`config.mk`:
```
export PLATFORM = sky130hd
export DESIGN_NAME = qoa_slice_sequencer_flat
export DESIGN_NICKNAME = d
export VERILOG_FILES = /design/src/rtl/qoa_slice_sequencer_pkg.sv /design/src/rtl/qoa_slice_sequencer_if.sv /design/src/rtl/qoa_slice_sequencer_dequant.sv /design/src/rtl/qoa_slice_sequencer.sv /design/src/flat_wrapper.sv
export SDC_FILE = /design/constraint.sdc
export NUM_CORES = 1
export LEC_CHECK = 0
export BUFFER_PORTS_ARGS = -buffer_cell sky130_fd_sc_hd__buf_2
export CORE_AREA = 2 2 224 226
export DETAILED_ROUTE_END_ITERATION = 10
export DIE_AREA = 0 0 226 228
export PLACE_DENSITY_LB_ADDON = 0.25
export SYNTH_ARGS = -nofsm -noshare
export SYNTH_HDL_FRONTEND = slang
export SYNTH_SLANG_ARGS = --single-unit
```
`constraint.sdc`:
```
create_clock -name clk -period 20.3 [get_ports clk]
set_clock_uncertainty 0.15 [all_clocks]
set_input_delay 1.015 -clock clk [delete_from_list [all_inputs] [get_ports clk]]
set_output_delay 1.015 -clock clk [all_outputs]
set_load 0.01 [all_outputs]
```
`src/rtl/qoa_slice_sequencer_pkg.sv`:
```
// Shared types and constants for the QOA slice sequencer: dequantisation table,
// per-channel LMS state record and the sequencer state encoding.
package qoa_pkg;

    localparam int SLICE_LEN = 20;

    typedef enum logic [1:0] {
        IDLE = 2'd0,
        LOAD = 2'd1,
        RUN  = 2'd2,
        SAVE = 2'd3
    } seq_state_t;

    typedef struct packed {
        logic [3:0][15:0] history;
        logic [3:0][15:0] weights;
    } lms_state_t;

    // Row = scalefactor, column = 3-bit residual code.
    localparam logic signed [16:0] dequant_tab [16][8] = '{
        '{17'sd1,    -17'sd1,    17'sd3,    -17'sd3,    17'sd5,    -17'sd5,    17'sd7,     -17'sd7},
        '{17'sd5,    -17'sd5,    17'sd18,   -17'sd18,   17'sd32,   -17'sd32,   17'sd49,    -17'sd49},
        '{17'sd16,   -17'sd16,   17'sd53,   -17'sd53,   17'sd95,   -17'sd95,   17'sd147,   -17'sd147},
        '{17'sd34,   -17'sd34,   17'sd113,  -17'sd113,  17'sd203,  -17'sd203,  17'sd315,   -17'sd315},
        '{17'sd63,   -17'sd63,   17'sd210,  -17'sd210,  17'sd378,  -17'sd378,  17'sd588,   -17'sd588},
        '{17'sd104,  -17'sd104,  17'sd345,  -17'sd345,  17'sd621,  -17'sd621,  17'sd966,   -17'sd966},
        '{17'sd158,  -17'sd158,  17'sd528,  -17'sd528,  17'sd950,  -17'sd950,  17'sd1477,  -17'sd1477},
        '{17'sd228,  -17'sd228,  17'sd760,  -17'sd760,  17'sd1368, -17'sd1368, 17'sd2128,  -17'sd2128},
        '{17'sd316,  -17'sd316,  17'sd1053, -17'sd1053, 17'sd1895, -17'sd1895, 17'sd2947,  -17'sd2947},
        '{17'sd422,  -17'sd422,  17'sd1405, -17'sd1405, 17'sd2529, -17'sd2529, 17'sd3934,  -17'sd3934},
        '{17'sd548,  -17'sd548,  17'sd1828, -17'sd1828, 17'sd3290, -17'sd3290, 17'sd5117,  -17'sd5117},
        '{17'sd696,  -17'sd696,  17'sd2320, -17'sd2320, 17'sd4176, -17'sd4176, 17'sd6496,  -17'sd6496},
        '{17'sd868,  -17'sd868,  17'sd2893, -17'sd2893, 17'sd5207, -17'sd5207, 17'sd8099,  -17'sd8099},
        '{17'sd1064, -17'sd1064, 17'sd3548, -17'sd3548, 17'sd6386, -17'sd6386, 17'sd9933,  -17'sd9933},
        '{17'sd1286, -17'sd1286, 17'sd4288, -17'sd4288, 17'sd7718, -17'sd7718, 17'sd12005, -17'sd12005},
        '{17'sd1536, -17'sd1536, 17'sd5120, -17'sd5120, 17'sd9216, -17'sd9216, 17'sd14336, -17'sd14336}
    };

    function automatic logic signed [16:0] dequant(input logic [3:0] sf, input logic [2:0] q);
        return dequant_tab[sf][q];
    endfunction

endpackage

```
`src/rtl/qoa_slice_sequencer_if.sv`:
```
// Slice input and sample output streams of the QOA slice sequencer.
interface qoa_slice_sequencer_if;

    logic               slice_valid;
    logic               slice_ready;
    logic [63:0]        slice_data;
    logic [2:0]         slice_ch;

    logic               out_valid;
    logic               out_ready;
    logic signed [15:0] out_sample;
    logic [2:0]         out_ch;
    logic               out_last;

    modport master (
        output slice_valid, slice_data, slice_ch, out_ready,
        input  slice_ready, out_valid, out_sample, out_ch, out_last
    );

    modport slave (
        input  slice_valid, slice_data, slice_ch, out_ready,
        output slice_ready, out_valid, out_sample, out_ch, out_last
    );

endinterface

```
`src/rtl/qoa_slice_sequencer_dequant.sv`:
```
// Combinational residual dequantiser: scalefactor and 3-bit code to signed residual.
module qoa_dequant
    import qoa_pkg::*;
(
    input  logic [3:0]         sf,
    input  logic [2:0]         q,
    output logic signed [16:0] r
);

    // table lookup
    always_comb begin
        r = dequant(sf, q);
    end

endmodule

```
`src/rtl/qoa_slice_sequencer.sv`:
```
// Sequences 20-residual QOA slices through a shared LMS predictor, keeping
// per-channel LMS state in a local table.
module qoa_slice_sequencer
    import qoa_pkg::*;
#(
    parameter int NUM_CH = 2
) (
    input  logic                     clk,
    input  logic                     rst,
    qoa_slice_sequencer_if.slave     sif,
    input  logic                     st_wr,
    input  logic [2:0]               st_ch,
    input  logic [3:0][15:0]         st_history,
    input  logic [3:0][15:0]         st_weights,
    output logic                     lms_load,
    output logic [3:0][15:0]         lms_load_history,
    output logic [3:0][15:0]         lms_load_weights,
    input  logic signed [31:0]       lms_prediction,
    output logic                     lms_update,
    output logic signed [31:0]       lms_sample,
    output logic signed [27:0]       lms_delta,
    input  logic [3:0][15:0]         lms_save_history,
    input  logic [3:0][15:0]         lms_save_weights,
    output logic                     err
);

    seq_state_t         state_r;
    seq_state_t         state_s;
    lms_state_t         tab_r [NUM_CH];
    lms_state_t         load_s;
    logic [63:0]        slice_r;
    logic [2:0]         ch_r;
    logic [4:0]         k_r;
    logic               err_r;
    logic               accept_s;
    logic               bad_ch_s;
    logic               fire_s;
    logic               k_last_s;
    logic signed [16:0] r_s;
    logic signed [32:0] sum_s;
    logic signed [15:0] clamp_s;
    logic signed [27:0] delta_s;

    assign accept_s = sif.slice_valid & sif.slice_ready;
    assign bad_ch_s = ({1'b0, sif.slice_ch} >= 4'(NUM_CH));
    assign fire_s   = (state_r == RUN) & sif.out_ready;
    assign k_last_s = (k_r == 5'(SLICE_LEN - 1));
    assign err      = err_r;

    // The current residual code always sits at bits 59:57 of the shifted slice.
    qoa_dequant u_dequant (
        .sf (slice_r[63:60]),
        .q  (slice_r[59:57]),
        .r  (r_s)
    );

    // prediction plus residual, saturated to 16 bits
    always_comb begin
        sum_s   = 33'(lms_prediction) + 33'(r_s);
        delta_s = 28'(r_s) >>> 4;
        if (sum_s > 33'sd32767) begin
            clamp_s = 16'sd32767;
        end else if (sum_s < -33'sd32768) begin
            clamp_s = -16'sd32768;
        end else begin
            clamp_s = sum_s[15:0];
        end
    end

    // select the table entry of the latched channel
    always_comb begin
        load_s = '0;
        for (int i = 0; i < NUM_CH; i++) begin
            load_s = (ch_r == 3'(i)) ? tab_r[i] : load_s;
        end
    end

    // state register
    always_ff @(posedge clk or posedge rst) begin
        if (rst) begin
            state_r <= IDLE;
        end else begin
            state_r <= state_s;
        end
    end

    // next-state and stream/LMS output decode
    always_comb begin
        state_s          = state_r;
        sif.slice_ready  = 1'b0;
        sif.out_valid    = 1'b0;
        sif.out_sample   = 16'sd0;
        sif.out_last     = 1'b0;
        sif.out_ch       = ch_r;
        lms_load         = 1'b0;
        lms_load_history = '0;
        lms_load_weights = '0;
        lms_update       = 1'b0;
        lms_delta        = 28'sd0;
        case (state_r)
            IDLE: begin
                sif.slice_ready = ~rst;
                if (accept_s && !bad_ch_s) begin
                    state_s = LOAD;
                end else begin
                    state_s = IDLE;
                end
            end
            LOAD: begin
                lms_load         = 1'b1;
                lms_load_history = load_s.history;
                lms_load_weights = load_s.weights;
                state_s          = RUN;
            end
            RUN: begin
                sif.out_valid  = 1'b1;
                sif.out_sample = clamp_s;
                sif.out_last   = k_last_s;
                lms_update     = sif.out_ready;
                lms_delta      = delta_s;
                if (fire_s && k_last_s) begin
                    state_s = SAVE;
                end else begin
                    state_s = RUN;
                end
            end
            SAVE: begin
                state_s = IDLE;
            end
            default: begin
                state_s = IDLE;
            end
        endcase
    end

    assign lms_sample = 32'(sif.out_sample);

    // slice latch, residual shift and sample index
    always_ff @(posedge clk or posedge rst) begin
        if (rst) begin
            slice_r <= 64'd0;
            ch_r    <= 3'd0;
            k_r     <= 5'd0;
            err_r   <= 1'b0;
        end else begin
            err_r <= accept_s & bad_ch_s;
            if (accept_s && !bad_ch_s) begin
                slice_r <= sif.slice_data;
                ch_r    <= sif.slice_ch;
                k_r     <= 5'd0;
            end else if (fire_s) begin
                slice_r <= {slice_r[63:60], slice_r[56:0], 3'b000};
                k_r     <= k_last_s ? 5'd0 : (k_r + 5'd1);
            end
        end
    end

    // Header state writes take priority over the end-of-slice save.
    always_ff @(posedge clk or posedge rst) begin
        if (rst) begin
            for (int i = 0; i < NUM_CH; i++) begin
                tab_r[i] <= '0;
            end
        end else begin
            for (int i = 0; i < NUM_CH; i++) begin
                if (st_wr && (st_ch == 3'(i))) begin
                    tab_r[i] <= '{history: st_history, weights: st_weights};
                end else if ((state_r == SAVE) && (ch_r == 3'(i))) begin
                    tab_r[i] <= '{history: lms_save_history, weights: lms_save_weights};
                end
            end
        end
    end

endmodule

```
`src/flat_wrapper.sv`:
```
// flat-port wrapper written by rule: the top's interface ports become plain ports
module qoa_slice_sequencer_flat import qoa_pkg::*;
#(
    parameter int NUM_CH = 2
)
  (clk, rst, st_wr, st_ch, st_history, st_weights, lms_load, lms_load_history, lms_load_weights, lms_prediction, lms_update, lms_sample, lms_delta, lms_save_history, lms_save_weights, err, sif_slice_valid, sif_slice_data, sif_slice_ch, sif_out_ready, sif_slice_ready, sif_out_valid, sif_out_sample, sif_out_ch, sif_out_last);
  qoa_slice_sequencer_if sif_i ();
  input  logic clk;
  input  logic rst;
  input  logic st_wr;
  input  logic [2:0] st_ch;
  input  logic [3:0][15:0] st_history;
  input  logic [3:0][15:0] st_weights;
  output logic lms_load;
  output logic [3:0][15:0] lms_load_history;
  output logic [3:0][15:0] lms_load_weights;
  input  logic signed [31:0] lms_prediction;
  output logic lms_update;
  output logic signed [31:0] lms_sample;
  output logic signed [27:0] lms_delta;
  input  logic [3:0][15:0] lms_save_history;
  input  logic [3:0][15:0] lms_save_weights;
  output logic err;
  input wire logic [$bits(sif_i.slice_valid)-1:0] sif_slice_valid;
  input wire logic [$bits(sif_i.slice_data)-1:0] sif_slice_data;
  input wire logic [$bits(sif_i.slice_ch)-1:0] sif_slice_ch;
  input wire logic [$bits(sif_i.out_ready)-1:0] sif_out_ready;
  output wire logic [$bits(sif_i.slice_ready)-1:0] sif_slice_ready;
  output wire logic [$bits(sif_i.out_valid)-1:0] sif_out_valid;
  output wire logic [$bits(sif_i.out_sample)-1:0] sif_out_sample;
  output wire logic [$bits(sif_i.out_ch)-1:0] sif_out_ch;
  output wire logic [$bits(sif_i.out_last)-1:0] sif_out_last;
  assign sif_i.slice_valid = sif_slice_valid;
  assign sif_i.slice_data = sif_slice_data;
  assign sif_i.slice_ch = sif_slice_ch;
  assign sif_i.out_ready = sif_out_ready;
  assign sif_slice_ready = sif_i.slice_ready;
  assign sif_out_valid = sif_i.out_valid;
  assign sif_out_sample = sif_i.out_sample;
  assign sif_out_ch = sif_i.out_ch;
  assign sif_out_last = sif_i.out_last;
  qoa_slice_sequencer #(.NUM_CH(NUM_CH)) u_core (.clk(clk), .rst(rst), .sif(sif_i), .st_wr(st_wr), .st_ch(st_ch), .st_history(st_history), .st_weights(st_weights), .lms_load(lms_load), .lms_load_history(lms_load_history), .lms_load_weights(lms_load_weights), .lms_prediction(lms_prediction), .lms_update(lms_update), .lms_sample(lms_sample), .lms_delta(lms_delta), .lms_save_history(lms_save_history), .lms_save_weights(lms_save_weights), .err(err));
endmodule
```
==> impl_metrics.json <==
{
  "worst_skew_pair.late_latency_ns": 0.57,
  "synth_warnings": 0,
  "layout_worst_path_cycle_share_pct": 43.0,
  "synthToLayoutAreaGrowth_pct": 19.9,
  "cp.buffers_inverters": 2,
  "first_pass_grt_wire_length_um": 122000,
  "sequence_of_cells_on_the_critical_path": "inv_1 > ha_1 > nor2_1 > nor3_1 > a31oi_1 > o22ai_1 > a21o_1 > a21oi_1 > ha_1 > a21oi_1 > o21ai_1 > a211oi_4 > a21oi_1 > xnor2_1 > or4_1 > or3_1 > nor4_2 > a41oi_2 > a21oi_2 > buf_2",
  "clock_tree.root_cell": "clkbuf_16",
  "routed_wirelength_um": 79500,
  "routed_wire_length_per_instance_um": 21.6,
  "share_of_flip_flops_with_an_asynchronous_set_or_reset_pct": 100,
  "critical_path.max_stage_delay_ns": 0.91,
  "internal_power_mw": 1.96,
  "fin_nets": 3356,
  "timing.critical_path.required_ns": 19.14,
  "max_freq_ghz": 0.115,
  "drt.antenna.violating_nets": 0,
  "power_frac_clock_pct": 19.7,
  "cts_hold_buffers": 0,
  "die_area_um2": 51500,
  "grt-ovfl-total": 0,
  "core-area_um2": 49300,
  "hold_ws_ns": 0.329,
  "numPortBuffers": 575,
  "number_of_cts_inserted_buffers": 40,
  "dr_total_vias": 21100,
  "cts_max_level": 2,
  "power_per_cell_area_nw_per_um2": 141,
  "dp_cells": 3571,
  "syn_area_per_cell_um2": 8.42,
  "avg_vias_per_cell": 5.76,
  "drv_cap": 0,
  "final-max-slew-violation-count": 0,
  "gp_congestion": 0.900,
  "synthesis.instances": 2553,
  "combinational_family_with_the_most_area_after_synthesis": "compound AO/OA/AOI/OAI gates",
  "worst_path_slowest_cell": "dfrtp_1",
  "initial_util_pct": 43.6,
  "die_y_um": 228,
  "synth-seq-area-share_pct": 38.5,
  "tritoncts": "yes",
  "power.combinational.fraction_pct": 52.4,
  "share_of_layout_cells_above_drive_strength_1_pct": 23.8,
  "worst_hold_path_type": "reg -> reg",
  "part_of_the_power_in_registers_pct": 27.9,
  "cts-resized-gates": 0,
  "antenna_found_initial": 41,
  "row_count": 82,
  "synth-edff-count": 0,
  "worst_pin_slew_ns": 1.13,
  "final_area_um2": 25800,
  "final.min_clock_period_ns": 8.72,
  "cts_buffer_depth": 3,
  "synth_cell_types": 77,
  "drc": 0,
  "final_common_cell": "buf_2",
  "rrSetupSlack_ns": 16.52,
  "floorplan.io_pins": 576,
  "synth_simple_gate_area_share_pct": 17.5,
  "synth.ff_latch_count": 331,
  "cp_max_fo": 23,
  "outcome": "completed",
  "synth_top_flop_cell": "dfrtp_1",
  "finish.cell_count_without_fillers": 3673,
  "switchingPower_mw": 1.68,
  "cp-start-kind": "flip-flop",
  "synth_area_um2": 21500,
  "place_hpwl_um": 54800,
  "grt_max_degree": 253,
  "worst_path_dominant_cell_family": "compound AO/OA/AOI/OAI gates",
  "timing.final.hold_violations": 0,
  "detailedRoute.firstPassIterationCount": 6,
  "cpMostUsedCell": "a21oi_1",
  "drt_first_iter_violations": 1930,
  "finalSetupViolations": 0,
  "synthXorXnorAreaFrac_pct": 1.30,
  "placed_cell_area_um2": 24400,
  "power.leakage_nw": 11.7,
  "worst-endpoint-arrival_ns": 7.56,
  "die_span_x_um": 226,
  "clkSlewWorstSetupHoldPaths_ns": 0.06,
  "synthesis.nets": 2968,
  "synth_compound_gate_area_share_pct": 21.3,
  "synthAdderAreaFrac_pct": 3.06,
  "number_of_global_route_vias_before_repair": 20800,
  "postCtsSetupBuffers": 0,
  "proportion_of_synthesized_area_in_mux_cells_pct": 12.4,
  "crit_path_end_kind": "output port",
  "switching_share_pct": 46.1,
  "vdd.ir_drop.worst_mv": 0.0703,
  "worst-setup-path-type": "reg -> out",
  "cts.sinks": 331,
  "setup_tns_ns": 0,
  "grt_util_all_layers_pct": 30.2,
  "maxSlewHeadroom_pct": 24.9,
  "grt_setup_unrepaired": "no",
  "most-common-layout-cells": "buf_2, nand2_1, o21ai_0, dfrtp_1, mux2i_1"
}
-- worst min-delay path, delay by kind of cell, from the launching register on --
family           cells  cell delay [ns]
AO/OA/AOI/OAI        1             0.06
flip-flops           1             0.34
AND/OR/NAND/NOR      1             0.05
-- cell families (layout without fill, tap and decap cells) --
| family | after synthesis | count (layout) |
|---|---|---|
| AOI/OAI and AO/OA | 752 | 752 |
| and+or+nand+nor | 841 | 841 |
| xor gates and xnor gates | 31 | 31 |
| DFF | 331 | 331 |
| other | 0 | 31 |
| adders and majority gates | 52 | 52 |
| buffers and inverters | 283 | 700 |
| muxes | 263 | 263 |
-- registers in the layout, summed over array words and instances (netlist names) --
signal,flops
u_core.k_r,5
u_core.err,1
u_core.slice_r,64
u_core.sif.out_ch,3
u_core.tab_r,256
u_core.state_r,2
-- worst paths after layout --
kind / startpoint / endpoint / cells past startpoint
setup / recovery: u_core.slice_r[61] / sif_out_sample[12] / 20
hold / removal: u_core.tab_r[7] / u_core.tab_r[7] / 2
setup reg to reg: u_core.state_r[0] / u_core.tab_r[149] / 6
hold reg to reg: u_core.tab_r[7] / u_core.tab_r[7] / 2
max in group asynchronous: rst / u_core.tab_r[239] / 3
min in group asynchronous: rst / u_core.tab_r[186] / 2
-- cell type report --
| cell class | count | area (µm²) |
|---|---|---|
| clock buffers | 58 | 1140 |
| inverters | 25 | 101 |
| multi-input cells | 1939 | 12000 |
| fillers | 4731 | 23600 |
| well taps | 672 | 841 |
| diodes | 31 | 77.6 |
| clock inverters | 13 | 166 |
| flip-flops and latches | 331 | 8290 |
| repair buffers | 604 | 3120 |
-- cell usage after synthesis, types with 5 or more instances --
master,count,share of area [%]
nor2_1,130,2.3
buf_4,50,1.7
a21oi_1,85,2.0
nand4_1,13,0.38
nand2_1,478,8.3
nand3_1,19,0.44
o22ai_1,7,0.20
a211oi_1,21,0.73
a221oi_1,5,0.20
inv_1,22,0.38
o31ai_1,6,0.21
ha_1,51,3.0
a31oi_1,70,2.0
o21ai_0,336,7.8
o21a_1,8,0.28
nor3_1,13,0.30
a21o_1,7,0.24
dfrtp_1,331,39
and2_1,17,0.49
mux2i_1,259,12
a311oi_1,5,0.20
xor2_1,18,0.73
nor2b_1,135,3.9
o211ai_1,20,0.70
a22oi_1,128,4.5
xnor2_1,12,0.49
buf_1,24,0.42
clkbuf_1,179,3.1
a21oi_2,11,0.45
o21ai_1,5,0.12
-- power by group through the flow --
| stage | sequential (mW) | combinational (mW) | clock [mW] |
|---|---|---|---|
| finish | 1.02 | 1.91 | 0.719 |
| global route | 1.04 | 2.10 | 0.763 |
| CTS | 1.01 | 1.88 | 0.733 |
| detailed placement | 1.02 | 1.87 | 0 |
| global placement | 1.01 | 1.88 | 0 |
| floorplan | 0.975 | 1.38 | 0 |
-- per-layer routing --
layer | global-route usage [%] | share of wire, % | up-vias
li1 | - | - | 9788
met1 | 38.1 | 41 | 10300
met2 | 48.5 | 47 | 879
met3 | 7.01 | 7.7 | 183
met4 | 14.6 | 4.2 | 20
met5 | 0 | 0.16 | -
-- metrics by stage --
| stage | setup WS (ns) | power, mW | util (%) |
|---|---|---|---|
| floorplan | 9.97 | 2.36 | - |
| global placement | 12.48 | 2.89 | 49.4 |
| detailed placement | 12.38 | 2.90 | 49.4 |
| CTS | 11.74 | 3.63 | 52.1 |
| global route | 11.03 | 3.90 | 52.2 |
| finish | 11.58 | 3.65 | 52.2 |
Note: power is estimated with default switching activity, not from simulation.
